[config.mk]
export PLATFORM = sky130hd
export DESIGN_NAME = reorder_buffer
export DESIGN_NICKNAME = d
export VERILOG_FILES = /design/src/rtl/reorder_buffer.sv
export SDC_FILE = /design/constraint.sdc
export NUM_CORES = 1
export LEC_CHECK = 0
export CAP_MARGIN = 20
export CORE_ASPECT_RATIO = 0.5
export CORE_MARGIN = 2
export CORE_UTILIZATION = 30
export CTS_CLUSTER_SIZE = 20
export DETAILED_ROUTE_END_ITERATION = 10
export PLACE_DENSITY = 0.53
export RECOVER_POWER = 100
export SETUP_SLACK_MARGIN = 0.5
export SYNTH_ARGS = -nofsm -noshare
export SYNTH_HDL_FRONTEND = slang
export SYNTH_SLANG_ARGS = --single-unit
export TNS_END_PERCENT = 5
[constraint.sdc]
create_clock -name clk -period 4.3 [get_ports clk]
set_input_delay 0.86 -clock clk [delete_from_list [all_inputs] [get_ports clk]]
set_output_delay 0.86 -clock clk [all_outputs]
set_load 0.005 [all_outputs]
[src/rtl/reorder_buffer.sv]
// Circular reorder buffer: tag allocation at dispatch, writeback by tag, in-order retirement.
// Optional macro ROB_WB_BYPASS_EN forwards same-cycle writeback data onto the operand read ports.
module reorder_buffer #(
    parameter int DEPTH  = 16,
    parameter int TAG_W  = $clog2(DEPTH),
    parameter int DATA_W = 32
) (
    input  logic              clk,
    input  logic              rst,
    input  logic              dispatch_valid,
    output logic              dispatch_ready,
    input  logic              dispatch_rd_valid,
    input  logic [4:0]        dispatch_rd,
    input  logic              dispatch_is_store,
    output logic [TAG_W-1:0]  dispatch_tag,
    input  logic              wb_valid,
    input  logic [TAG_W-1:0]  wb_tag,
    input  logic [DATA_W-1:0] wb_data,
    input  logic [TAG_W-1:0]  rd_tag0,
    input  logic [TAG_W-1:0]  rd_tag1,
    output logic              rd_ready0,
    output logic              rd_ready1,
    output logic [DATA_W-1:0] rd_data0,
    output logic [DATA_W-1:0] rd_data1,
    output logic              retire_valid,
    output logic [TAG_W-1:0]  retire_tag,
    output logic              retire_rd_valid,
    output logic [4:0]        retire_rd,
    output logic [DATA_W-1:0] retire_data,
    output logic              retire_is_store,
    input  logic              flush
);
    localparam logic [TAG_W:0] L_FULL = (TAG_W+1)'(DEPTH);

    logic [DEPTH-1:0]  r_valid;
    logic [DEPTH-1:0]  r_done;
    logic [DEPTH-1:0]  r_rd_valid;
    logic [DEPTH-1:0]  r_is_store;
    logic [4:0]        r_rd   [DEPTH];
    logic [DATA_W-1:0] r_data [DEPTH];
    logic [TAG_W-1:0]  r_head;
    logic [TAG_W-1:0]  r_tail;
    logic [TAG_W:0]    r_count;

    logic w_fire;
    logic w_retire;
    logic w_wb;

    // Ready ignores a same-cycle retire: a full buffer never accepts, even while draining.
    assign dispatch_ready = (r_count != L_FULL) && !rst;
    assign dispatch_tag   = r_tail;
    assign w_fire         = dispatch_valid && dispatch_ready && !flush;
    assign w_retire       = r_valid[r_head] && r_done[r_head] && !flush;
    assign w_wb           = wb_valid && r_valid[wb_tag] && !flush;

    assign retire_valid    = w_retire;
    assign retire_tag      = r_head;
    assign retire_rd_valid = w_retire && r_rd_valid[r_head];
    assign retire_rd       = r_rd[r_head];
    assign retire_data     = r_data[r_head];
    assign retire_is_store = w_retire && r_is_store[r_head];

    // Control state: pointers, occupancy and per-entry valid/done.
    always_ff @(posedge clk) begin
        if (rst || flush) begin
            r_head  <= '0;
            r_tail  <= '0;
            r_count <= '0;
            r_valid <= '0;
            r_done  <= '0;
        end else begin
            if (w_fire) begin
                r_valid[r_tail] <= 1'b1;
                r_done[r_tail]  <= 1'b0;
                r_tail          <= r_tail + 1'b1;
            end
            if (w_wb) begin
                r_done[wb_tag] <= 1'b1;
            end
            if (w_retire) begin
                r_valid[r_head] <= 1'b0;
                r_head          <= r_head + 1'b1;
            end
            case ({w_fire, w_retire})
                2'b10:   r_count <= r_count + 1'b1;
                2'b01:   r_count <= r_count - 1'b1;
                default: r_count <= r_count;
            endcase
        end
    end

    // Entry payload; only meaningful while the matching valid bit is set.
    always_ff @(posedge clk) begin
        if (w_fire) begin
            r_rd_valid[r_tail] <= dispatch_rd_valid;
            r_rd[r_tail]       <= dispatch_rd;
            r_is_store[r_tail] <= dispatch_is_store;
        end
        if (w_wb) begin
            r_data[wb_tag] <= wb_data;
        end
    end

    always_comb begin
        rd_ready0 = r_valid[rd_tag0] && r_done[rd_tag0];
        rd_data0  = r_data[rd_tag0];
        rd_ready1 = r_valid[rd_tag1] && r_done[rd_tag1];
        rd_data1  = r_data[rd_tag1];
`ifdef ROB_WB_BYPASS_EN
        if (wb_valid && (wb_tag == rd_tag0) && r_valid[rd_tag0]) begin
            rd_ready0 = 1'b1;
            rd_data0  = wb_data;
        end
        if (wb_valid && (wb_tag == rd_tag1) && r_valid[rd_tag1]) begin
            rd_ready1 = 1'b1;
            rd_data1  = wb_data;
        end
`endif
    end

endmodule

# After elaboration in Yosys (flattened, before gate mapping)
# Memory sizes are Yosys's and may differ from the RTL's. A register that Yosys moved wholly into a read port is not among the register bits.
# Index checks and enable logic that the tools add are counted.
[classes]
addsub = 4
order_cmp = 8
eq_ne = 3
muxes = 41
n_bitwise = 6
reduce_logical = 18
[ops]
columns = ["operator", "n"]
rows = [
  ["16-bit 2-to-1 mux", 6],
  ["1-bit binary-select mux with 4-bit select", 9],
  ["16-bit AND", 2],
  ["16-bit bitwise mux", 2],
  ["16-bit inverter", 2],
  ["16-bit bitwise OR", 2],
  ["4-bit by 5-bit less-than comparator with 1-bit output (second input constant)", 5],
  ["1-bit 2-to-1 mux", 16],
  ["4-bit 2-to-1 mux", 4],
  ["1-bit logical AND", 14],
  ["1-bit demux with 4-bit select", 3],
  ["4-bit by 1-bit >= comparator with 1-bit output (second input constant)", 3],
  ["5-bit one-hot mux with 2 select lines", 1],
  ["4-bit by 1-bit adder with 4-bit output (second input constant)", 2],
  ["5-bit by 1-bit adder with 5-bit output (second input constant)", 1],
  ["5-bit != test (second input constant)", 1],
  ["5-bit by 1-bit subtractor with 5-bit output (second input constant)", 1],
  ["2-bit by 1-bit equality test with 1-bit output (second input constant)", 1],
  ["2-bit equality test (second input constant)", 1],
  ["1-bit logical NOT", 2],
  ["2-bit nonzero test", 1],
  ["1-bit logical OR", 1],
]
[totals]
reg_bits = 77
ramBits = 592
inputBits = 56
out_inout_bits = 115
elab_cells = 89
memories = 2
[mem_list]
columns = ["name", "depth", "width", "rd", "rd_ports_with_merged_regs", "wr", "line_no", "source"]
rows = [
  ["r_data", 16, 32, 3, 1, 1, "40", "logic [DATA_W-1:0] r_data [DEPTH];"],
  ["r_rd", 16, 5, 1, 1, 1, "39", "logic [4:0] r_rd [DEPTH];"],
]

# Longest topological paths before layout
# Gate-level depths: netlist of the first run.
[depth]
word_depth = 10
ltp_mapped = 16
ltp_nobuf = 13

# Worst setup path after synthesis of the first run
# OpenSTA, ideal clock, no wires.
[synth_path]
kind = "input -> register"
startpoint = "input wb_tag[0]"
endpoint = "memory r_data[12][0], enable pin"
setup_time_ns = 0.463
arrival_ns = 3.506
required_ns = 3.837
path_slack_ns = 0.330
path_stages = 3
path_buffers = 0
path_cell_list = "mux4_2 -> nand3_1 -> nor3_1"
[synth_via]
elab_chain_len = 6
[synth_rtl]
columns = ["item", "line_no", "source"]
rows = [
  ["from (decl)", "17", "input logic [TAG_W-1:0] wb_tag,"],
  ["1-bit binary-select mux with 4-bit select", "54", "assign w_wb = wb_valid && r_valid[wb_tag] && !flush;"],
  ["1-bit 2-to-1 mux (not written as such)", "54", ""],
  ["1-bit logical AND (2 in a row)", "54", ""],
  ["1-bit 2-to-1 mux", "99", "if (w_wb) begin"],
  ["1-bit 2-to-1 mux (not written as such)", "100", "r_data[wb_tag] <= wb_data;"],
  ["to (decl)", "40", ""],
]
# Parallel ways exist; a longest one is shown, timed or not. The select of a mux whose other input is x is not followed.

# Worst setup path in the final report of the first run
[layout_path]
startpoint = "input rd_tag0[1]"
endpoint = "output rd_data0[19]"
[layout_via]
elab_chain_len = 1
[layout_rtl]
columns = ["item", "line_no", "source"]
rows = [
  ["from (decl)", "19", "input logic [TAG_W-1:0] rd_tag0,"],
  ["memory read 16 x 32 bit", "--", ""],
  ["to (decl)", "23", "output logic [DATA_W-1:0] rd_data0,"],
]
# No other way between the ends.

==> parameters.txt, run 1 <==
Parameter                              Value

Pwr
  Sw Pwr    3060 uW
  Combinational group share of total power    around 6.9%
  Post-route total power    between 10000 and 15000 uW
  Register share of total power    between 50% and 60%
  Internal power    between 10000 and 15000 uW
  Clock network fraction of total power    approximately 42%
  Leakage dissipation    about 0.012 uW
  Maximum vdd drop    0.226 mV
  Total power density per cell area    roughly 340 nW/um^2
  Switching power as a share of total power    between 20% and 30%

STA
  Post-layout minimum cycle time    slightly above 4000 ps
  Max-slew headroom    -52.1%
  Transition time at the pin with the least slew margin    between 2000 and 2500 ps
  Maximum clock frequency    245 MHz
  Number of failing setup endpoints in the final timing report    0
  Period utilisation layout    between 90% and 100%
  Min setup slack post-route    226 ps
  Final sum of negative setup slack    0 ps
  Worst-case clock skew    about 19 ps
  RSZ-0062 raised after global routing    yes
  Hold Vio Cnt, Final    0
  Number of slew-limit violations in the final report    366

Global route
  Gr ovfl total    0
  Via count of the first global-routing pass    19.8k
  First-pass GRT wire length    145000 um
  GRT Resource Usage Total    between 10% and 20%
  Antenna violations before repair    8
  Largest net degree at the start of global routing    52

Critical path
  Worst-case register-to-register setup slack    ~890 ps
  R2r endpoint    r_count[4]$_SDFFE_PP0P_
  Category of the worst setup path launch point    primary input
  Library cell appearing most often on the critical path    sky130_fd_sc_hd__mux4_2
  Critical Path Fanout Max    38
  CP max-delay cell    sky130_fd_sc_hd__dlygate4sd3_1
  CP delay by family, top    buffers and inverters
  Setup CP Type    in -> out
  Number of cells on the worst reg-to-reg path    14
  Crit-path cells    buf_8 > clkbuf_2 > mux4_2 > mux4_2 > dlygate4sd3_1
  Max incr delay on CP    approximately 600 ps
  Setup crit end kind    primary output
  Critical R2R Launch    retire_tag[0]$_SDFFE_PP0N_
  Buffers & Inverters on Critical Path    3
  Arrival time of data at the critical path endpoint    between 3000 and 4000 ps
  WP data required    3440 ps

Synthesis
  Post-synthesis cell count    roughly 1.6k
  Post-synth EDFFs    around 620
  Mean cell area of the mapped netlist    ~21 um^2
  Post-synthesis sequential area ratio    between 50% and 60%
  Main synth FF type    sky130_fd_sc_hd__edfxtp_1
  Post-Synthesis Net Count    between 1.5k and 2k
  Share of synthesized flip-flops with an asynchronous set or reset    0%
  Unique cell type count in the Yosys netlist    47
  Netlist area before placement    between 30000 and 40000 um^2
  Synthesis-stage register bit count    between 600 and 700
  Number of synthesis warnings    0

Place
  Buffers on Ports    170
  Weighted congestion reported at the end of routability-driven placement    roughly 0.77
  Cell area after placement    between 30000 and 40000 um^2
  HPWL after detailed placement    60100 um
  Worst setup slack after placement    369 ps

Cells and area
  Commonest cells after routing, fill and taps aside    sky130_fd_sc_hd__edfxtp_1 (624), sky130_fd_sc_hd__mux4_2 (520), sky130_fd_sc_hd__dlygate4sd3_1 (85), sky130_fd_sc_hd__clkbuf_16 (75), sky130_fd_sc_hd__clkdlybuf4s50_1 (73)
  Signed area change from the synthesized netlist to the final layout    18.7%
  Fraction of layout instances using a drive strength above 1    38.8%
  Commonest non-fill, non-tap cell in the layout    sky130_fd_sc_hd__edfxtp_1
  Total of fill cells in the finished design    just over 10k
  Final nets    around 1.9k
  Final Instance Area    roughly 40000 um^2

Route
  Number of optimization iterations in the first detailed-route pass    7
  WL met1    ~43000 um
  Wire per inst    between 20 and 30 um
  Violation count after the first detailed-routing iteration    around 1.9k
  Count of unresolved DRC violations after routing    0
  Routed WL    101000 um
  Number of vias after detailed routing    between 15k and 20k
  Highest routing layer actually used    met5
  Amount of wire on met2 after detailed routing    between 40000 and 50000 um
  Antenna-violating nets left    0
  Detailed route wirelength on metal3    around 6300 um
  Average vias per placed instance    about 5.5

Clocking
  Number of buffers created by CTS    between 70 and 80
  CTS root buf    sky130_fd_sc_hd__clkbuf_16
  Clock sink total    a little under 700
  Clock transition at the registers of the reported paths    60 ps
  Max H-tree Level    3
  Maximum count of clock buffers along a single path    3
  Post-cts hold buffer count    0
  CTS tree    done
  Worst-Skew Late Latency    approximately 640 ps

Hold path
  Hold-critical path depth    2
  Worst Hold Path EP    r_done[1]$_SDFF_PP0_
  Beginning of the worst hold path    r_done[1]$_SDFF_PP0_
  Min-Delay Path Class    reg -> reg

Floorplanning
  Floorplan die width    roughly 480 um
  Core Footprint    between 100000 and 150000 um^2
  Die Height    242 um
  Die ar.    ~120000 um^2
  Row count    87
  Number of top-level design ports    approximately 170
  Initial core utilization    30.2%

Run status
  Outcome    finished, violations left
  Violated checks    max-capacitance violations, max-slew violations

Job
  Max-cap viol count    11
[metal layers]
metal  up-vias  GRT usage [%]
li1       7726              -
met1     10400           23.9
met2       714           28.5
met3       140           3.04
met4         4           3.43
met5         -              0
[cell families (layout without fill, tap and decap cells)]
group	Yosys count	in the layout	synth area share, %
other	0	3	0
and+or+nand+nor	153	153	2.20
xor gates and xnor gates	10	10	0.258
muxes	535	535	35.2
buffers and inverters	161	430	2.08
DFF	673	673	58.1
AOI/OAI and AO/OA	89	89	1.84
adders and majority gates	11	11	0.405
[timing repair]
item,4_1_cts,5_1_grt
setup buffers,7,4
setup endpoints to repair,84,96
hold endpoints to repair,0,0
pin swaps,0,0
gates resized for setup,13,11
cloned,2,5
[power groups by stage]
stage / clock, uW / sequential, uW / combinational (uW)
floorplan: 0 / 7290 / 509
global placement: 0 / 7290 / 1000
detailed placement: 0 / 7290 / 1000
CTS: 5900 / 7150 / 1000
global route: 6160 / 7150 / 1020
finish: 5750 / 7150 / 962
[registers in the layout, indices dropped and copies added, names as in the netlist, named ones only]
signal	count
r_rd_valid	16
r_data	512
r_valid	16
r_is_store	16
retire_tag	4
r_rd	80
dispatch_tag	4
r_done	16
r_count	5
[worst reg2reg max path: cells and delay by family, from the launching register on]
family                   cells  cell delay, ps
multiplexers                 1             590
XOR/XNOR                     2             290
adder cells (fa/ha/maj)      2             460
AND/OR/NAND/NOR              4             880
buffers and inverters        1             210
flip-flops                   1             350
AO/OA/AOI/OAI                4             440
[area by class of cell]
cell class                      count  area, um^2  area share, %
Clock buffer                       98        1900           4.71
Multi-Input combinational cell    798       13500           33.5
Sequential cell                   673       19700           49.0
Antenna cell                        3        7.51         0.0186
Tap cell                         1513        1890           4.70
Clock inverter                     27         200          0.497
Inverter                           22        82.6          0.205
Timing Repair Buffer              283        2980           7.40
[synthesized netlist by cell type, drive strengths merged (8+ instances only)]
master	instances	area, um^2
nor2	63	236
ha	11	138
a311oi	8	70.1
nand3	12	65.1
nand2	35	161
a31oi	8	50.1
edfxtp	624	18700
mux2i	10	100
buf	70	365
inv	22	82.6
o21ai	16	80.1
nor3	9	45.0
clkbuf	69	259
a21oi	31	166
o221a	16	180
mux4	525	11800
dfxtp	49	981
[through the flow]
step | hold WS (ps) | instances | utilization (%)
after floorplan | 466 | 1632 | -
after detailed placement | 487 | 3271 | 34.0
after CTS | 498 | 3405 | 36.0
after global placement | 485 | 3271 | 34.0
after global routing | 534 | 3414 | 35.8
final | 501 | 3417 | 35.8
[worst max-delay path by stage]
stage	endpoint	startpoint	slack [ps]	cells past startpoint
floorplan	r_data[4][0]$_DFFE_PP_	wb_tag[0]	380	3
global placement	rd_ready0	rd_tag0[1]	400	7
detailed placement	rd_ready1	rd_tag1[1]	370	7
CTS	retire_data[12]	flip-flop	300	5
global route	retire_is_store	retire_tag[3]$_SDFFE_PP0N_	170	6
finish	rd_data0[19]	rd_tag0[1]	230	5
Note: power is estimated with default switching activity, not from simulation.
==> run 2, diff against run 1 <==
MAX_ROUTING_LAYER = met4   (was unset)
SETUP_SLACK_MARGIN = 0.4   (was 0.5)
==> run 2 against run 1 <==
  * The flow still finishes with violations (max-capacitance violations, max-slew violations)
  * Core utilization is 0.079 points lower
  * Non-clock buffer count is 5 lower
  * Power hardly changed
  * Critical path depth stayed put
  * Critical path type unchanged
  * Largest cell class unchanged
  * Highest routed layer is now met4
==> parameters.txt, run 2 (same netlist as run 1, synthesis figures left out) <==
Parameter                              Value

Run status
  Outcome    finished, violations left
  Violated checks    max-capacitance violations, max-slew violations

Route
  Routed WL    101000 um (-0.28%)
  Number of vias after detailed routing    18.9k (-0.016%)
  Antenna-violating nets left    0 (unchanged)
  Wire per inst    29.6 um (-0.17%)
  Average vias per placed instance    5.55 (+0.10%)
  Number of optimization iterations in the first detailed-route pass    6 (-1)
  Count of unresolved DRC violations after routing    0 (unchanged)
  Violation count after the first detailed-routing iteration    2018 (+7.6%)

Pwr
  Total power density per cell area    345 nW/um^2 (+0.27%)
  Maximum vdd drop    0.228 mV (+0.87%)
  Leakage dissipation    0.0121 uW (-0.34%)
  Post-route total power    13900 uW (about the same)

STA
  Number of failing setup endpoints in the final timing report    0 (unchanged)
  Max-slew headroom    -56.7% (-4.6 points)
  Hold Vio Cnt, Final    0 (unchanged)
  Period utilisation layout    94.4% (-0.30 points)
  Maximum clock frequency    246 MHz (+0.31%)
  Post-Route Hold Slack    496 ps (-4.71 ps)
  Transition time at the pin with the least slew margin    2350 ps (+68.5 ps)
  Number of slew-limit violations in the final report    366 (unchanged)
  Post-layout minimum cycle time    4060 ps (-12.7 ps)
  RSZ-0062 raised after global routing    yes
  Worst-case clock skew    19.4 ps (+0.571 ps)
  Final sum of negative setup slack    0 ps (unchanged)

Critical path
  Number of cells on the worst reg-to-reg path    14 (unchanged)
  Setup crit end kind    primary output
  R2r endpoint    r_count[4]$_SDFFE_PP0P_
  Category of the worst setup path launch point    primary input
  WP data required    3440 ps (about the same)
  Setup CP Type    in -> out
  Max incr delay on CP    600 ps (about the same)
  Critical Path Fanout Max    38 (unchanged)
  Arrival time of data at the critical path endpoint    3200 ps (about the same)
  Library cell appearing most often on the critical path    sky130_fd_sc_hd__mux4_2
  Crit-path cells    buf_8 > clkbuf_2 > mux4_2 > mux4_2 > dlygate4sd3_1
  CP max-delay cell    sky130_fd_sc_hd__dlygate4sd3_1
  Worst-case register-to-register setup slack    880 ps (about the same)
  Critical R2R Launch    retire_tag[0]$_SDFFE_PP0N_

Clocking
  Clock transition at the registers of the reported paths    60 ps (about the same)
  Maximum count of clock buffers along a single path    3 (unchanged)
  Max H-tree Level    3 (unchanged)
  CTS tree    done
  Worst-Skew Late Latency    630 ps (about the same)
  Number of buffers created by CTS    71 (unchanged)
  CTS root buf    sky130_fd_sc_hd__clkbuf_16
  Clock sink total    673 (unchanged)
  Post-cts hold buffer count    0 (unchanged)

Place
  HPWL after detailed placement    60100 um (unchanged)
  Number of cells in the design after placement    3271 (unchanged)
  Weighted congestion reported at the end of routability-driven placement    0.777 (+1.3%)
  Buffers on Ports    170 (unchanged)

Floorplanning
  Floorplan die width    480 um (unchanged)
  Core Footprint    112000 um^2 (unchanged)
  Row count    87 (unchanged)
  Initial core utilization    30.2% (unchanged)
  Die Height    242 um (unchanged)
  Number of top-level design ports    171 (unchanged)
  Die ar.    116000 um^2 (unchanged)

Cells and area
  Fraction of layout instances using a drive strength above 1    38.7% (-0.11 points)
  Register with the most flip-flops    r_data
  Number of flip-flops in the largest register    512 (unchanged)
  Signed area change from the synthesized netlist to the final layout    18.4%
  Commonest non-fill, non-tap cell in the layout    sky130_fd_sc_hd__edfxtp_1
  Largest regs    r_data x512, r_rd x80
  Final nets    1911 (-0.26%)
  Commonest cells after routing, fill and taps aside    sky130_fd_sc_hd__edfxtp_1 (624), sky130_fd_sc_hd__mux4_2 (520), sky130_fd_sc_hd__dlygate4sd3_1 (97), sky130_fd_sc_hd__clkbuf_16 (73), sky130_fd_sc_hd__nor2_1 (63)
  Final instance count without filler cells    3413 (-0.12%)

Global route
  Via count of the first global-routing pass    19.8k (-0.15%)
  Largest net degree at the start of global routing    52 (unchanged)
  Antenna violations before repair    8 (unchanged)
  First-pass GRT wire length    145000 um (about the same)
  GRT Resource Usage Total    17.7% (+0.54 points)
  Gr ovfl total    0 (unchanged)

Job
  Max-cap viol count    11 (unchanged)

Hold path
  Worst Hold Path EP    r_done[1]$_SDFF_PP0_
  Beginning of the worst hold path    r_done[1]$_SDFF_PP0_
  Min-Delay Path Class    reg -> reg
  Hold-critical path depth    2 (unchanged)
==> run 2: per-stage QoR <==
stage | setup WS (ps) | utilization [%] | area [um^2]
finish | 239 | 35.8 | 40200
global route | 165 | 35.8 | 40200
CTS | 296 | 36.0 | 40400
detailed placement | 369 | 34.0 | 38200
global placement | 399 | 34.0 | 38200
floorplan | 376 | - | 34000
==> run 2: worst max path at each step <==
stage | start | endpoint | slack (ps) | cells after the start
after floorplan | wb_tag[0] | r_data[4][0]$_DFFE_PP_ | 380 | 3
after global placement | rd_tag0[1] | rd_ready0 | 400 | 7
after detailed placement | rd_tag1[1] | rd_ready1 | 370 | 7
after CTS | flip-flop | retire_data[12] | 300 | 5
after global routing | rd_tag0[1] | rd_data0[19] | 170 | 5
final | rd_tag0[1] | rd_data0[19] | 240 | 5
==> run 2: final cells by class <==
cell class,count,area [um^2]
sequential,673,19700
tap,1513,1890
multi-input combinational,798,13500
timing repair buffer,278,2890
clock inverter,27,200
inverter,22,82.6
clock buffer,98,1900
fill,10300,72200
antenna,4,10.0
==> run 2: repair_timing <==
action / in CTS / in global routing
gates cloned: 2 / 3
endpoints found under the setup margin: 40 / 47
resized for setup: 12 / 10
setup buffers: 7 / 1
==> run 2: metal layers <==
layer / global-route usage [%] / vias to the layer above / part of all wire (%)
met1: 24.0 / 10400 / 43
met2: 28.5 / 717 / 49
li1: - / 7711 / -
met3: 2.91 / 141 / 5.9
met5: - / - / 0
met4: 3.50 / 0 / 1.9
==> run 2: report_power, final <==
part | total, uW | internal (uW) | switching [uW]
clock | 5760 | 3170 | 2600
sequential | 7150 | 7150 | 3.07
combinational | 960 | 493 | 467
total | 13900 | 10800 | 3070
==> run 2: critical path, delay by kind of cell <==
family / cells / cell delay (ps)
mux: 2 / 860
buf+inv: 3 / 1430
==> run 3, diff against run 2 <==
SETUP_SLACK_MARGIN = unset   (was 0.4)
==> run 3 against run 2 <==
  * Final cell count shrank 0.32%
  * Global-route usage rose by 0.055 points
  * Critical endpoint is now retire_data[12]
  * Sequential power hardly changed
  * The run still ends with max-capacitance violations, max-slew violations left
  * Setup slack lost 170 ps
  * Largest cell class unchanged
==> parameters.txt, run 3 (same netlist as run 1, synthesis figures left out) <==
Parameter                              Value

STA
  Worst-case clock skew    35.2 ps (+15.8 ps)
  Final sum of negative setup slack    0 ps (unchanged)
  Transition time at the pin with the least slew margin    2240 ps (-106 ps)
  Number of failing setup endpoints in the final timing report    0 (unchanged)
  Number of slew-limit violations in the final report    267 (-27%)
  RSZ-0062 raised after global routing    no
  Maximum clock frequency    236 MHz (-4.0%)
  Period utilisation layout    98.4% (+3.9 points)
  Hold Vio Cnt, Final    0 (unchanged)
  Post-layout minimum cycle time    4230 ps (+168 ps)
  Max-slew headroom    -49.6% (+7.0 points)

Route
  Number of vias after detailed routing    18.8k (-0.88%)
  Count of unresolved DRC violations after routing    0 (unchanged)
  Routed WL    100000 um (-0.68%)
  Number of optimization iterations in the first detailed-route pass    7 (+1)
  Wire per inst    29.5 um (-0.36%)
  Violation count after the first detailed-routing iteration    1727 (-14%)
  Antenna-violating nets left    0 (unchanged)
  Average vias per placed instance    5.52 (-0.56%)

Pwr
  Switching power as a share of total power    21.8% (-0.28 points)
  Maximum vdd drop    0.288 mV (+26%)
  Internal power    11200 uW (+3.4%)
  Total power density per cell area    357 nW/um^2 (+3.4%)
  Sw Pwr    3120 uW (+1.7%)
  Combinational group share of total power    6.7% (-0.2 points)
  Register share of total power    50.0% (-1.5 points)
  Clock network fraction of total power    43.3% (+1.8 points)
  Leakage dissipation    0.0120 uW (-0.70%)

Place
  Cell area after placement    38300 um^2 (+0.45%)
  HPWL after detailed placement    61400 um (+2.2%)
  Buffers on Ports    170 (unchanged)
  Weighted congestion reported at the end of routability-driven placement    0.798 (+2.7%)

Critical path
  Category of the worst setup path launch point    flip-flop
  Arrival time of data at the critical path endpoint    3370 ps (+170 ps)
  Setup crit end kind    primary output
  Setup CP Type    reg -> out
  Max incr delay on CP    650 ps (+50 ps)
  Buffers & Inverters on Critical Path    2 (-1)
  Critical Path Fanout Max    22 (-42%)
  CP max-delay cell    sky130_fd_sc_hd__dfxtp_4
  Library cell appearing most often on the critical path    sky130_fd_sc_hd__mux4_2
  Number of cells on the worst reg-to-reg path    13 (-1)
  WP data required    3440 ps (about the same)
  CP delay by family, top    buffers and inverters
  Crit. path cell count    4 (-1)
  Crit-path cells    clkbuf_2 > mux4_2 > mux4_2 > clkdlybuf4s50_1

Cells and area
  Commonest non-fill, non-tap cell in the layout    sky130_fd_sc_hd__edfxtp_1
  Commonest cells after routing, fill and taps aside    sky130_fd_sc_hd__edfxtp_1 (624), sky130_fd_sc_hd__mux4_2 (520), sky130_fd_sc_hd__dlygate4sd3_1 (87), sky130_fd_sc_hd__clkdlybuf4s50_1 (75), sky130_fd_sc_hd__clkbuf_16 (72)
  Fraction of layout instances using a drive strength above 1    38.5% (-0.19 points)
  Number of flip-flops in the largest register    512 (unchanged)
  Final Instance Area    40100 um^2 (-0.34%)
  Register with the most flip-flops    r_data
  Core occupancy in the finished layout    35.6% (-0.12 points)
  Largest regs    r_data x512, r_rd x80
  Total of fill cells in the finished design    10.4k (+0.58%)
  Final nets    1900 (-0.58%)
  Signed area change from the synthesized netlist to the final layout    18.0%

Run status
  Outcome    finished, violations left
  Violated checks    max-capacitance violations, max-slew violations

Floorplanning
  Initial core utilization    30.2% (unchanged)
  Die Height    242 um (unchanged)
  Row count    87 (unchanged)
  Core Footprint    112000 um^2 (unchanged)
  Floorplan die width    480 um (unchanged)
  Number of top-level design ports    171 (unchanged)
  Die ar.    116000 um^2 (unchanged)

Clocking
  Max H-tree Level    3 (unchanged)
  Clock transition at the registers of the reported paths    60 ps (about the same)
  Maximum count of clock buffers along a single path    3 (unchanged)
  Worst-Skew Late Latency    640 ps (about the same)
  Clock sink total    673 (unchanged)
  Number of buffers created by CTS    71 (unchanged)
  CTS root buf    sky130_fd_sc_hd__clkbuf_16
  CTS tree    done

Global route
  Gr ovfl total    0 (unchanged)
  Largest net degree at the start of global routing    52 (unchanged)
  Antenna violations before repair    4 (-4)
  First-pass GRT wire length    146000 um (+0.51%)
  GRT Resource Usage Total    17.8% (+0.055 points)
  Via count of the first global-routing pass    19.9k (+0.34%)

Hold path
  Hold-critical path depth    2 (unchanged)
  Min-Delay Path Class    reg -> reg

Job
  Max-cap viol count    9 (-2)
## run 3: cell count changes in the layout (fill, tap and decap cells not counted), moves of 4 or more
cell	change
sky130_fd_sc_hd__buf_16	-6
sky130_fd_sc_hd__dlygate4sd3_1	-10
sky130_fd_sc_hd__clkdlybuf4s50_1	+13
sky130_fd_sc_hd__bufinv_16	+6
sky130_fd_sc_hd__clkinv_2	+4
sky130_fd_sc_hd__clkbuf_4	+4
sky130_fd_sc_hd__buf_4	-13
## run 3: timing repair
action                                  4_1_cts  5_1_grt
endpoints found under the setup margin        2        2
buffers inserted                              0        0
gates resized for setup                       1        1
hold buffers                                  0        0
## run 3: path summary, 6_finish.rpt
| path | from | slack (ps) | endpoint |
|---|---|---|---|
| max | flip-flop | 70 | retire_data[12] |
| min | r_done[8]$_SDFF_PP0_ | 500 | r_done[8]$_SDFF_PP0_ |
| max reg2reg | retire_tag[0]$_SDFFE_PP0N_ | 800 | r_count[4]$_SDFFE_PP0P_ |
| min reg2reg | r_done[8]$_SDFF_PP0_ | 500 | r_done[8]$_SDFF_PP0_ |
## run 3: metrics by stage
stage               hold slack (ps)  power [uW]  cells  worst slack [ps]
global placement                482        8300   3273               409
CTS                             498       14500   3400              31.7
global route                    528       14800   3400              15.1
detailed placement              487        8300   3273               411
finish                          498       14300   3402              70.4
floorplan                       466        7800   1632               330
## run 3: worst register-to-register path: stages (launching register included)
cell	delay, ps
sky130_fd_sc_hd__dfxtp_2	580
sky130_fd_sc_hd__mux4_1	640
sky130_fd_sc_hd__nand3b_1	110
sky130_fd_sc_hd__and4_4	210
sky130_fd_sc_hd__a21oi_1	100
sky130_fd_sc_hd__ha_1	270
sky130_fd_sc_hd__xor2_1	150
sky130_fd_sc_hd__ha_1	220
sky130_fd_sc_hd__or3b_2	440
sky130_fd_sc_hd__a21oi_1	150
sky130_fd_sc_hd__o21bai_1	80
sky130_fd_sc_hd__a21oi_1	150
sky130_fd_sc_hd__xnor2_1	140
sky130_fd_sc_hd__nor2_1	50
## run 3: area by class of cell
cell class | count | area, um^2 | area share (%)
multi-input combinational | 798 | 13500 | 33.7
sequential | 673 | 19700 | 49.2
tap | 1513 | 1890 | 4.72
clock buffer | 87 | 1870 | 4.66
antenna | 2 | 5.00 | 0.0125
timing repair buffer | 267 | 2570 | 6.42
inverter | 22 | 82.6 | 0.206
clock inverter | 40 | 425 | 1.06
## run 3: per-layer routing
metal | share of wire [%] | vias to the layer above | track usage, % | routed length (um)
li1 | - | 7674 | - | -
met1 | 43 | 10300 | 23.9 | 43100
met5 | 0 | - | - | 0
met2 | 49 | 682 | 28.4 | 49200
met3 | 5.7 | 150 | 2.76 | 5740
met4 | 2.2 | 0 | 4.39 | 2170
## run 3: power by group through the flow
stage / Sequential (uW) / Combinational [uW] / Clock (uW)
after CTS: 7150 / 1010 / 6330
after global routing: 7150 / 1020 / 6590
after global placement: 7290 / 1010 / 0
final: 7150 / 960 / 6180
after floorplan: 7290 / 509 / 0
after detailed placement: 7290 / 1010 / 0
